--- config.mk ---
export PLATFORM = sky130hd
export DESIGN_NAME = io_port_arbiter
export DESIGN_NICKNAME = d
export VERILOG_FILES = /design/src/rtl/io_port_arbiter.sv
export SDC_FILE = /design/constraint.sdc
export NUM_CORES = 1
export LEC_CHECK = 0
export ABC_CLOCK_PERIOD_IN_PS = 2100
export BUFFER_PORTS_ARGS = -buffer_cell sky130_fd_sc_hd__buf_2
export CAP_MARGIN = 20
export CORE_MARGIN = 2
export CORE_UTILIZATION = 43
export CTS_CLUSTER_DIAMETER = 30
export DETAILED_ROUTE_END_ITERATION = 10
export PLACE_DENSITY_LB_ADDON = 0.2
export SLEW_MARGIN = 20
export SYNTH_ARGS = -nofsm -noshare
export SYNTH_HDL_FRONTEND = slang
export SYNTH_SLANG_ARGS = --single-unit
--- constraint.sdc ---
create_clock -name CLK -period 2.1 [get_ports CLK]
set_input_delay 0.21 -clock CLK [delete_from_list [all_inputs] [get_ports CLK]]
set_output_delay 0.21 -clock CLK [all_outputs]
set_load 0.01 [all_outputs]
--- src/rtl/io_port_arbiter.sv ---
// io_port_arbiter: two-requester byte I/O arbiter acting as an AXI4-Lite master to a UART.
// Requester 0 is the core in/out path, requester 1 the boot loader; one transaction at a time.
// Build macro IO_POLL_TIMEOUT_EN bounds status polling to POLL_LIMIT reads (ACK with ERR=1 on expiry).
module io_port_arbiter #(
  parameter int unsigned POLL_LIMIT = 1000,
  parameter logic        RR_INIT    = 1'b1
) (
  input  logic        CLK,
  input  logic        RST_N,
  input  logic        REQ0,
  input  logic        REQ1,
  input  logic        WR0,
  input  logic        WR1,
  input  logic [7:0]  WDATA0,
  input  logic [7:0]  WDATA1,
  output logic        ACK0,
  output logic        ACK1,
  output logic [7:0]  RDATA,
  output logic        ERR,
  output logic [3:0]  ARADDR,
  output logic        ARVALID,
  input  logic        ARREADY,
  input  logic [31:0] RDATA_AXI,
  input  logic [1:0]  RRESP,
  input  logic        RVALID,
  output logic        RREADY,
  output logic [3:0]  AWADDR,
  output logic        AWVALID,
  input  logic        AWREADY,
  output logic [31:0] WDATA_AXI,
  output logic [3:0]  WSTRB,
  output logic        WVALID,
  input  logic        WREADY,
  input  logic [1:0]  BRESP,
  input  logic        BVALID,
  output logic        BREADY
);

  typedef enum logic [2:0] {
    IDLE    = 3'd0,
    STAT_AR = 3'd1,
    STAT_R  = 3'd2,
    RX_AR   = 3'd3,
    RX_R    = 3'd4,
    TX_AWW  = 3'd5,
    TX_B    = 3'd6,
    DONE    = 3'd7
  } state_t;

  localparam logic [3:0] ADDR_RX   = 4'h0;
  localparam logic [3:0] ADDR_TX   = 4'h4;
  localparam logic [3:0] ADDR_STAT = 4'h8;

  state_t      state;
  state_t      state_nxt;

  logic        last_gnt;
  logic        gnt_id;
  logic        gnt_wr;
  logic [7:0]  gnt_byte;
  logic        aw_done;
  logic        w_done;

  logic        grant_c;
  logic        grant_id_c;
  logic        stat_ready_c;
  logic        timeout_c;
  logic        aw_done_nxt;
  logic        w_done_nxt;
  logic        ar_hs;
  logic        r_hs;
  logic        aw_hs;
  logic        w_hs;
  logic        b_hs;

  logic [3:0]  araddr_nxt;
  logic        arvalid_nxt;
  logic        rready_nxt;
  logic [3:0]  awaddr_nxt;
  logic        awvalid_nxt;
  logic [31:0] wdata_nxt;
  logic [3:0]  wstrb_nxt;
  logic        wvalid_nxt;
  logic        bready_nxt;
  logic        ack0_nxt;
  logic        ack1_nxt;
  logic        err_nxt;

  assign ar_hs = ARVALID & ARREADY;
  assign r_hs  = RVALID  & RREADY;
  assign aw_hs = AWVALID & AWREADY;
  assign w_hs  = WVALID  & WREADY;
  assign b_hs  = BVALID  & BREADY;

  // Response status and upper read-data bits carry nothing this block needs.
  logic unused_inputs;
  assign unused_inputs = ^{RRESP, BRESP, RDATA_AXI[31:8]};

  // Arbitration: lone requester wins; on a tie the one not granted last wins.
  always_comb begin
    grant_c    = REQ0 | REQ1;
    grant_id_c = REQ1;
    if (REQ0 && REQ1) begin
      grant_id_c = ~last_gnt;
    end
  end

  // Status word readiness: RX byte available for reads, TX not full for writes.
  assign stat_ready_c = gnt_wr ? ~RDATA_AXI[3] : RDATA_AXI[0];

  // Write-channel completion tracking; each channel may finish on its own cycle.
  assign aw_done_nxt = (state == TX_AWW) & (aw_done | aw_hs);
  assign w_done_nxt  = (state == TX_AWW) & (w_done  | w_hs);

`ifdef IO_POLL_TIMEOUT_EN
  localparam int unsigned CNT_W = $clog2(POLL_LIMIT + 1);

  logic [CNT_W-1:0] poll_cnt;

  // Completed status reads in the current transaction; cleared on each grant.
  always_ff @(posedge CLK) begin
    if (!RST_N) begin
      poll_cnt <= '0;
    end else if (state == IDLE && grant_c) begin
      poll_cnt <= '0;
    end else if (state == STAT_R && r_hs) begin
      poll_cnt <= poll_cnt + CNT_W'(1);
    end
  end

  // The status read now completing is the POLL_LIMIT-th one.
  assign timeout_c = (32'(poll_cnt) + 32'd1) >= POLL_LIMIT;
`else
  logic unused_poll;
  assign unused_poll = ^32'(POLL_LIMIT);
  assign timeout_c   = 1'b0;
`endif

  // State register.
  always_ff @(posedge CLK) begin
    if (!RST_N) begin
      state <= IDLE;
    end else begin
      state <= state_nxt;
    end
  end

  // Next-state logic.
  always_comb begin
    state_nxt = state;
    case (state)
      IDLE:    if (grant_c) state_nxt = STAT_AR;
      STAT_AR: if (ar_hs)   state_nxt = STAT_R;
      STAT_R: begin
        if (r_hs) begin
          if (stat_ready_c) begin
            state_nxt = gnt_wr ? TX_AWW : RX_AR;
          end else if (timeout_c) begin
            state_nxt = DONE;
          end else begin
            state_nxt = STAT_AR;
          end
        end
      end
      RX_AR:   if (ar_hs)   state_nxt = RX_R;
      RX_R:    if (r_hs)    state_nxt = DONE;
      TX_AWW:  if (aw_done_nxt && w_done_nxt) state_nxt = TX_B;
      TX_B:    if (b_hs)    state_nxt = DONE;
      DONE:    state_nxt = IDLE;
      default: state_nxt = IDLE;
    endcase
  end

  // Output decode from the upcoming state so every port comes straight from a flop.
  always_comb begin
    araddr_nxt  = '0;
    arvalid_nxt = 1'b0;
    rready_nxt  = 1'b0;
    awaddr_nxt  = '0;
    awvalid_nxt = 1'b0;
    wdata_nxt   = '0;
    wstrb_nxt   = '0;
    wvalid_nxt  = 1'b0;
    bready_nxt  = 1'b0;
    ack0_nxt    = 1'b0;
    ack1_nxt    = 1'b0;
    err_nxt     = 1'b0;
    case (state_nxt)
      STAT_AR: begin
        araddr_nxt  = ADDR_STAT;
        arvalid_nxt = 1'b1;
      end
      RX_AR: begin
        araddr_nxt  = ADDR_RX;
        arvalid_nxt = 1'b1;
      end
      STAT_R, RX_R: rready_nxt = 1'b1;
      TX_AWW: begin
        awaddr_nxt  = ADDR_TX;
        awvalid_nxt = ~aw_done_nxt;
        wdata_nxt   = {24'd0, gnt_byte};
        wstrb_nxt   = 4'b0001;
        wvalid_nxt  = ~w_done_nxt;
      end
      TX_B: bready_nxt = 1'b1;
      DONE: begin
        ack0_nxt = ~gnt_id;
        ack1_nxt = gnt_id;
        err_nxt  = (state == STAT_R);
      end
      default: ;
    endcase
  end

  // Output registers.
  always_ff @(posedge CLK) begin
    if (!RST_N) begin
      ARADDR    <= '0;
      ARVALID   <= 1'b0;
      RREADY    <= 1'b0;
      AWADDR    <= '0;
      AWVALID   <= 1'b0;
      WDATA_AXI <= '0;
      WSTRB     <= '0;
      WVALID    <= 1'b0;
      BREADY    <= 1'b0;
      ACK0      <= 1'b0;
      ACK1      <= 1'b0;
      ERR       <= 1'b0;
      RDATA     <= '0;
    end else begin
      ARADDR    <= araddr_nxt;
      ARVALID   <= arvalid_nxt;
      RREADY    <= rready_nxt;
      AWADDR    <= awaddr_nxt;
      AWVALID   <= awvalid_nxt;
      WDATA_AXI <= wdata_nxt;
      WSTRB     <= wstrb_nxt;
      WVALID    <= wvalid_nxt;
      BREADY    <= bready_nxt;
      ACK0      <= ack0_nxt;
      ACK1      <= ack1_nxt;
      ERR       <= err_nxt;
      if (state == RX_R && r_hs) begin
        RDATA <= RDATA_AXI[7:0];
      end
    end
  end

  // Grant bookkeeping: winner, direction and byte latched at grant; write-channel flags.
  always_ff @(posedge CLK) begin
    if (!RST_N) begin
      last_gnt <= RR_INIT;
      gnt_id   <= 1'b0;
      gnt_wr   <= 1'b0;
      gnt_byte <= '0;
      aw_done  <= 1'b0;
      w_done   <= 1'b0;
    end else begin
      aw_done <= aw_done_nxt;
      w_done  <= w_done_nxt;
      if (state == IDLE && grant_c) begin
        last_gnt <= grant_id_c;
        gnt_id   <= grant_id_c;
        gnt_wr   <= grant_id_c ? WR1 : WR0;
        gnt_byte <= grant_id_c ? WDATA1 : WDATA0;
      end
    end
  end

endmodule

==> results of run 1 <==
placed cells by master, fill, tap and decap left out, drive strengths merged:
cell,n
o21ai,2
nor2b,11
and3,2
conb,34
and2,13
clkbuf,7
a211o,1
nand3b,2
nor4b,1
o211a,9
a21boi,1
o21a,2
nor3,5
buf,71
o2111a,1
nor3b,1
nand2,15
o2111ai,1
nand4b,1
nand2b,3
nor2,4
clkinv,1
or3,1
o21bai,2
o22ai,1
o311ai,1
xnor2,1
dfxtp,42
a21oi,4
nand3,2
inv,2
mux2i,17
nor4bb,1
xor2,1
nor4,1
power breakdown:
group | internal, mW | switching (mW)
Combinational | 0.107 | 0.127
Clock | 0.265 | 0.260
Sequential | 0.834 | 0.0263
worst min-delay path, delay by kind of cell:
kind	cells	cell delay [ps]
simple gates	1	90
buf+inv	1	70
mux	1	50
kinds of logic (layout without fill, tap and decap cells):
group / Yosys count / after routing / share of synthesized area [%]
compound gates: 25 / 25 / 10.96
simple gates: 63 / 63 / 21.54
flops: 42 / 42 / 41.84
xor+xnor: 2 / 2 / 0.8719
buf+inv: 45 / 81 / 16.13
mux: 17 / 17 / 8.468
other cells: 1 / 34 / 0.1866
layer usage:
metal	routed length [µm]	vias to the layer above	GRT usage (%)
li1	-	726	-
met1	1562	666	18.37
met2	1760	58	23.24
met3	274	7	4.861
met4	70	0	6.918
met5	0	-	0
final cells by class:
cell class                 count  area share (%)
multi-input combinational    141           41.15
sequential                    42           35.73
timing repair buffer          71           16.16
clock buffer                   7           3.668
tap                           52           2.764
inverter                       2          0.3190
clock inverter                 1          0.2127
worst max-delay path by stage:
stage                         endpoint  slack, ps  cells past startpoint
after global placement         AWVALID         80                      6
after global routing              ACK1        160                      6
after floorplan           WDATA_AXI[0]        490                      7
after CTS                      AWVALID         80                      6
final                           RREADY        280                      6
after detailed placement       AWVALID        100                      6
metrics by stage:
| step | hold WS (ps) | std cells |
|---|---|---|
| floorplan | 338.2 | 228 |
| global placement | 420.3 | 306 |
| detailed placement | 424.3 | 306 |
| CTS | 160.6 | 314 |
| global route | 186.0 | 316 |
| finish | 169.8 | 316 |
registers in the layout, indices dropped and copies added (netlist names), 3 cells and up:
register   flops
gnt_byte       8
WDATA_AXI      8
state          3
RDATA          8
what timing repair did:
action | CTS | global route
hold buffers | 0 | 0
setup endpoints to repair | 0 | 10
setup buffers | 0 | 2
==> results.cfg, run 1 <==
[run_status]
outcome = completed

[drt]
wirelength_mm = 3.668
first_pass_iters = 4
drtIter0Drc = 47
ant_nets = 0
wire_per_inst_um = 11.61
drc = 0
num_vias = 1457
vias_per_cell = 4.611

[synthesis]
synthTopCellsByCount = dfxtp_1 (42), buf_4 (34), mux2i_1 (17)
synthesis.area_um2 = 2009
synth.most_common_cell = dfxtp_1
synth_top_area_cell = dfxtp_1
ys_seq_area_share_pct = 41.84
syn_area_per_cell_um2 = 10.30
synthTopCellsByArea = dfxtp_1 (42%), buf_4 (13%), mux2i_1 (8.5%), o211a_1 (4.5%), and2_4 (3.5%)
synth_cell_types = 43
yosysWarningCount = 0
synth_seq_cells = 42
ys.flop_type = dfxtp_1
async_flop_share_pct = 0
synth_top_area_share_pct = 41.84
synth_edf_count = 0
netlist_instances = 195

[global_routing]
grt_pass1_vias = 1296
antenna_found_initial = 0
grt_remaining_overflow = 0
grt_pass1_wl_mm = 5.858
grt_max_degree = 26
grt_use_total_pct = 14.81

[place]
dpl_cell_area_um2 = 2247
routabilityCongestion = 0.7922
portBuffers = 61
pre_cts_slack_ps = 97.04
hpwlAfterDp_mm = 2.697

[layout]
syn_to_final_growth_pct = 17.12
nNetsFinal = 326
fillers = 430
drive_above_1_share_pct = 37.12
multiInputGateArea_um2 = 968.4
finish.instance_area_um2 = 2354
utilization_pct = 53.32
diodes = 0
final-seq-area_um2 = 840.8

[min_path]
hp-class = input pin to flip-flop
hold_path_depth = 3
min_to = RDATA[1]
worstHoldStart = RDATA_AXI[1]

[sta]
fin_setup_tns_ps = 0
setup_violations = 0
finalWorstSetupSlack_ps = 281.8
fin_skew_ps = 6.256
rsz0062_at_grt = no
period_share_pct = 86.58
fmax_mhz = 550.0
hold_viol_final = 0
period_minus_slack_ps = 1818
drv_slew = 0

[clock_tree]
clkTransAtPathRegs_ps = 70
clk_path_buf_depth = 2
post_cts_resized = 0
clk_latency_ps = 290
cts.sinks = 42
htree_levels = 2
cts_tree = yes
numCtsBuffers = 5
root_buffer = clkbuf_8

[power]
vdd_drop_max_v = 0.0003212
p_leak_nw = 1.200
power.density_nw_per_um2 = 688.2
total_power_mw = 1.620

[critical_path]
path_cells = nand3b_1, or3_1, o2111ai_2, buf_4, nand2_1, o2111a_1
cp_top_family = simple AND/OR/NAND/NOR gates
cp_max_fo = 9
cp-end-kind = flip-flop
arrival_ps = 2010
worst_r2r_startpoint = state[0]
reg2reg_depth = 6
worstPathRequired_ps = 2290
critPathSlowestCell = dfxtp_1
reg2reg_slack_ps = 280
cp_num_buf_inv = 1
slowest_delay_ps = 520
startpoint_type = flip-flop
crit_path_start = state[0]
criticalPathCategory = flip-flop to flip-flop
r2r-end = RREADY

[die]
dieArea_um2 = 5236
start_util_pct = 45.52
die_y_um = 72.36
die_w_um = 72.36
ios = 123
row_count = 24
coreArea_um2 = 4414

[flow_run]
max-cap-violations = 0
Power figures use the tool's default switching activity.
==> run 2: changes to the inputs <==
--- a/config.mk
+++ b/config.mk
@@ -8,10 +8,12 @@
 export ABC_CLOCK_PERIOD_IN_PS = 2100
 export BUFFER_PORTS_ARGS = -buffer_cell sky130_fd_sc_hd__buf_2
 export CAP_MARGIN = 20
-export CORE_MARGIN = 2
+export CORE_ASPECT_RATIO = 1.2
+export CORE_MARGIN = 10
 export CORE_UTILIZATION = 43
 export CTS_CLUSTER_DIAMETER = 30
 export DETAILED_ROUTE_END_ITERATION = 10
+export MAX_ROUTING_LAYER = met4
 export PLACE_DENSITY_LB_ADDON = 0.2
 export SLEW_MARGIN = 20
 export SYNTH_ARGS = -nofsm -noshare
==> results.cfg, run 2 (synthesized netlist as in run 1, its figures left out) <==
[sta]
period_minus_slack_ps = 1802
holdWs_ps = 185.7
period_share_pct = 85.82
drv_slew = 0
hold_viol_final = 0
fmax_mhz = 554.9
fin_setup_tns_ps = 0
fin_skew_ps = 1.063
rsz0062_at_grt = no
setup_violations = 0

[clock_tree]
clk_path_buf_depth = 2
cts_hold_buf = 0
numCtsBuffers = 5
cts_tree = yes
htree_levels = 2
post_cts_resized = 0
cts.sinks = 42
clkTransAtPathRegs_ps = 70
root_buffer = clkbuf_8
clk_latency_ps = 280

[global_routing]
grt_pass1_vias = 1474
antenna_found_initial = 0
grt_remaining_overflow = 0
grt_pass1_wl_mm = 6.768
grt_max_degree = 26
grt_use_total_pct = 11.17

[place]
dpl_cell_area_um2 = 2260
routabilityCongestion = 0.8257
hpwlAfterDp_mm = 3.417
portBuffers = 61
place_inst = 312

[layout]
mostFrequentLayoutCell = buf_2
final-seq-area_um2 = 840.8
fillers = 455
diodes = 0
multiInputGateArea_um2 = 973.4
nNetsFinal = 326
syn_to_final_growth_pct = 17.31
layout_common_cells = buf_2 (61), dfxtp_1 (42), conb_1 (34)
finish.instance_area_um2 = 2357
reg_top3 = RDATA (8), WDATA_AXI (8), gnt_byte (8)
drive_above_1_share_pct = 37.40
fin_cells = 320

[die]
row_count = 27
die_w_um = 82.41
dieArea_um2 = 7819
start_util_pct = 44.06
die_y_um = 94.89
coreArea_um2 = 4561
ios = 123

[critical_path]
startpoint_type = flip-flop
cp_max_fo = 9
cp-end-kind = flip-flop
arrival_ps = 1980
worstPathRequired_ps = 2280
criticalPathCategory = flip-flop to flip-flop

[drt]
vias_per_cell = 4.509
num_vias = 1443
wire_per_inst_um = 13.41
drc = 0
ant_nets = 0
first_pass_iters = 4
wirelength_mm = 4.290
drtIter0Drc = 41

[flow_run]
max-cap-violations = 0

[power]
vdd_drop_max_v = 0.0005493
power.density_nw_per_um2 = 676.4
p_leak_nw = 1.196

[min_path]
hp-class = input pin to flip-flop

[run_status]
outcome = completed
run 2: changes by cell type in the layout (fill, tap and decap cells not counted):
cell,previous run,this run
clkbuf_1,1,0
clkinv_2,1,0
nor3b_1,1,0
nor3b_2,0,1
run 2: routing by layer:
metal / part of all wire [%] / GRT usage, % / wire length [µm]
met1: 40 / 11.83 / 1716
met2: 49 / 18.90 / 2083
met3: 10 / 3.897 / 442
met4: 1.1 / 3.409 / 48
met5: 0 / - / 0
run 2: per-stage QoR:
| stage | setup slack [ps] | utilization (%) | power [mW] |
|---|---|---|---|
| 2_1_floorplan | 485.7 | - | 1.078 |
| 3_3_place_gp | 3.924 | 49.55 | 1.107 |
| 3_5_place_dp | 8.038 | 49.55 | 1.112 |
| 4_1_cts | 3.351 | 51.36 | 1.618 |
| 5_1_grt | 187.5 | 51.69 | 1.683 |
| 6_report | 297.8 | 51.69 | 1.594 |
run 2: power by group:
group          switching, mW  total, mW  internal [mW]
sequential            0.0261      0.860          0.834
clock                  0.248      0.502          0.254
combinational          0.125      0.232          0.107
run 2: critical path: stages (launching register included):
cell	delay, ps
dfxtp_1	520
nand3b_1	200
or3_1	430
o2111ai_2	140
buf_4	170
nand2_1	90
o2111a_1	150
run 2: area by class of cell:
type	instances	area share, %
clock buffer	6	3.503
inverter	2	0.3185
multi-input combinational	141	41.30
sequential	42	35.67
tap	58	3.079
timing repair buffer	71	16.14
run 2: worst paths after layout:
path	slack [ps]	cells after the start	end	start
worst max-delay path	300	6	RREADY	state[2]
worst min-delay path	190	3	RDATA[6]	RDATA_AXI[6]
worst max register to register	300	6	RREADY	state[2]
worst min register to register	430	1	ACK0	gnt_id
run 2: timing repair:
item                                    in CTS  in global routing
endpoints found under the setup margin       1                 10
setup buffers                                0                  2
pin swaps                                    1                  1
==> run 3: changes to the inputs <==
--- a/config.mk
+++ b/config.mk
@@ -8,7 +8,6 @@
 export ABC_CLOCK_PERIOD_IN_PS = 2100
 export BUFFER_PORTS_ARGS = -buffer_cell sky130_fd_sc_hd__buf_2
 export CAP_MARGIN = 20
-export CORE_ASPECT_RATIO = 1.2
 export CORE_MARGIN = 10
 export CORE_UTILIZATION = 43
 export CTS_CLUSTER_DIAMETER = 30
==> results.cfg, run 3 (synthesized netlist as in run 1, its figures left out) <==
[power]
power.density_nw_per_um2 = 675.5
p_leak_nw = 1.184
vdd_drop_max_v = 0.0003366

[critical_path]
reg2reg_slack_ps = 290
cp-end-kind = flip-flop
worstPathRequired_ps = 2340
cp_max_fo = 10
startpoint_type = flip-flop
criticalPathCategory = flip-flop to flip-flop
arrival_ps = 2050

[flow_run]
max-cap-violations = 0

[run_status]
outcome = completed

[clock_tree]
clkTransAtPathRegs_ps = 80
cts.sinks = 42
numCtsBuffers = 5
clk_latency_ps = 290
cts_tree = yes
root_buffer = clkbuf_8
clk_path_buf_depth = 2
htree_levels = 2

[place]
place_inst = 305
routabilityCongestion = 0.7674
portBuffers = 61
pre_cts_slack_ps = -14.07
hpwlAfterDp_mm = 3.388

[global_routing]
grt_pass1_wl_mm = 6.541
grt_pass1_vias = 1420
grt_remaining_overflow = 0
grt_use_total_pct = 10.99
grt_max_degree = 26
antenna_found_initial = 0

[die]
die_w_um = 88.36
die_y_um = 88.36
row_count = 24
dieArea_um2 = 7807
start_util_pct = 45.21
ios = 123
coreArea_um2 = 4444

[layout]
layout_common_cells = buf_2 (61), dfxtp_1 (42), conb_1 (34)
utilization_pct = 52.53
fin_cells = 314
nNetsFinal = 325
multiInputGateArea_um2 = 968.4
final-seq-area_um2 = 840.8
drive_above_1_share_pct = 36.64
syn_to_final_growth_pct = 16.19
diodes = 0
mostFrequentLayoutCell = buf_2
reg_top3 = RDATA (8), WDATA_AXI (8), gnt_byte (8)
fillers = 429

[sta]
fmax_mhz = 551.7
finalWorstSetupSlack_ps = 287.5
period_share_pct = 86.31
period_minus_slack_ps = 1813
hold_viol_final = 0
rsz0062_at_grt = no
fin_skew_ps = 4.930
drv_slew = 0
fin_setup_tns_ps = 0
setup_violations = 0

[drt]
wire_per_inst_um = 13.75
ant_nets = 0
vias_per_cell = 4.529
wl_met2_mm = 2.186
top_layer_used = met4
num_vias = 1422
drtIter0Drc = 37
first_pass_iters = 4
wirelength_mm = 4.317
drc = 0
wl_met1_mm = 1.803
route.met3.wl_um = 296

[min_path]
hp-class = input pin to flip-flop
==> run 3: layout make-up <==
type	count	area share, %
clock inverter	1	0.3215
multi-input combinational	141	41.48
clock buffer	6	3.108
timing repair buffer	70	15.97
inverter	2	0.3215
tap	52	2.787
sequential	42	36.01
==> run 3: final timing paths <==
kind / start / to / depth (start not counted)
worst min register to register: gnt_id / ACK0 / 1
worst max register to register: state[1] / WDATA_AXI[4] / 6
worst min-delay path: RDATA_AXI[2] / RDATA[2] / 3
worst max-delay path: state[1] / WDATA_AXI[4] / 6
==> run 3: timing repair <==
item / CTS / global route
hold buffers: 0 / 0
endpoints found under the setup margin: 9 / 0
setup buffers: 2 / 0
resized for setup: 0 / 0
==> run 3: worst max-delay path, stage by stage (launching register included) <==
cell	delay, ps
dfxtp_1	560
nand3b_1	210
or3_1	150
o2111ai_2	160
nor4bb_4	330
buf_4	190
and2_4	140
==> run 3: power breakdown <==
part           leakage (nW)  internal [mW]  switching [mW]
combinational         0.805          0.103           0.125
sequential            0.342          0.834          0.0282
clock                0.0373          0.228           0.259
==> run 3: routing by layer <==
metal / global-route usage [%] / up-vias
li1: - / 728
met1: 12.02 / 637
met2: 18.55 / 54
met3: 3.217 / 3
met4: 3.965 / 0
met5: - / -
==> run 3: stage by stage <==
| step | power (mW) | cell area, µm² | hold slack (ps) |
|---|---|---|---|
| 6_report | 1.577 | 2335 | 174.4 |
| 3_3_place_gp | 1.107 | 2240 | 421.2 |
| 3_5_place_dp | 1.108 | 2240 | 421.0 |
| 5_1_grt | 1.661 | 2335 | 184.4 |
| 4_1_cts | 1.599 | 2335 | 163.9 |
| 2_1_floorplan | 1.078 | 2133 | 338.2 |
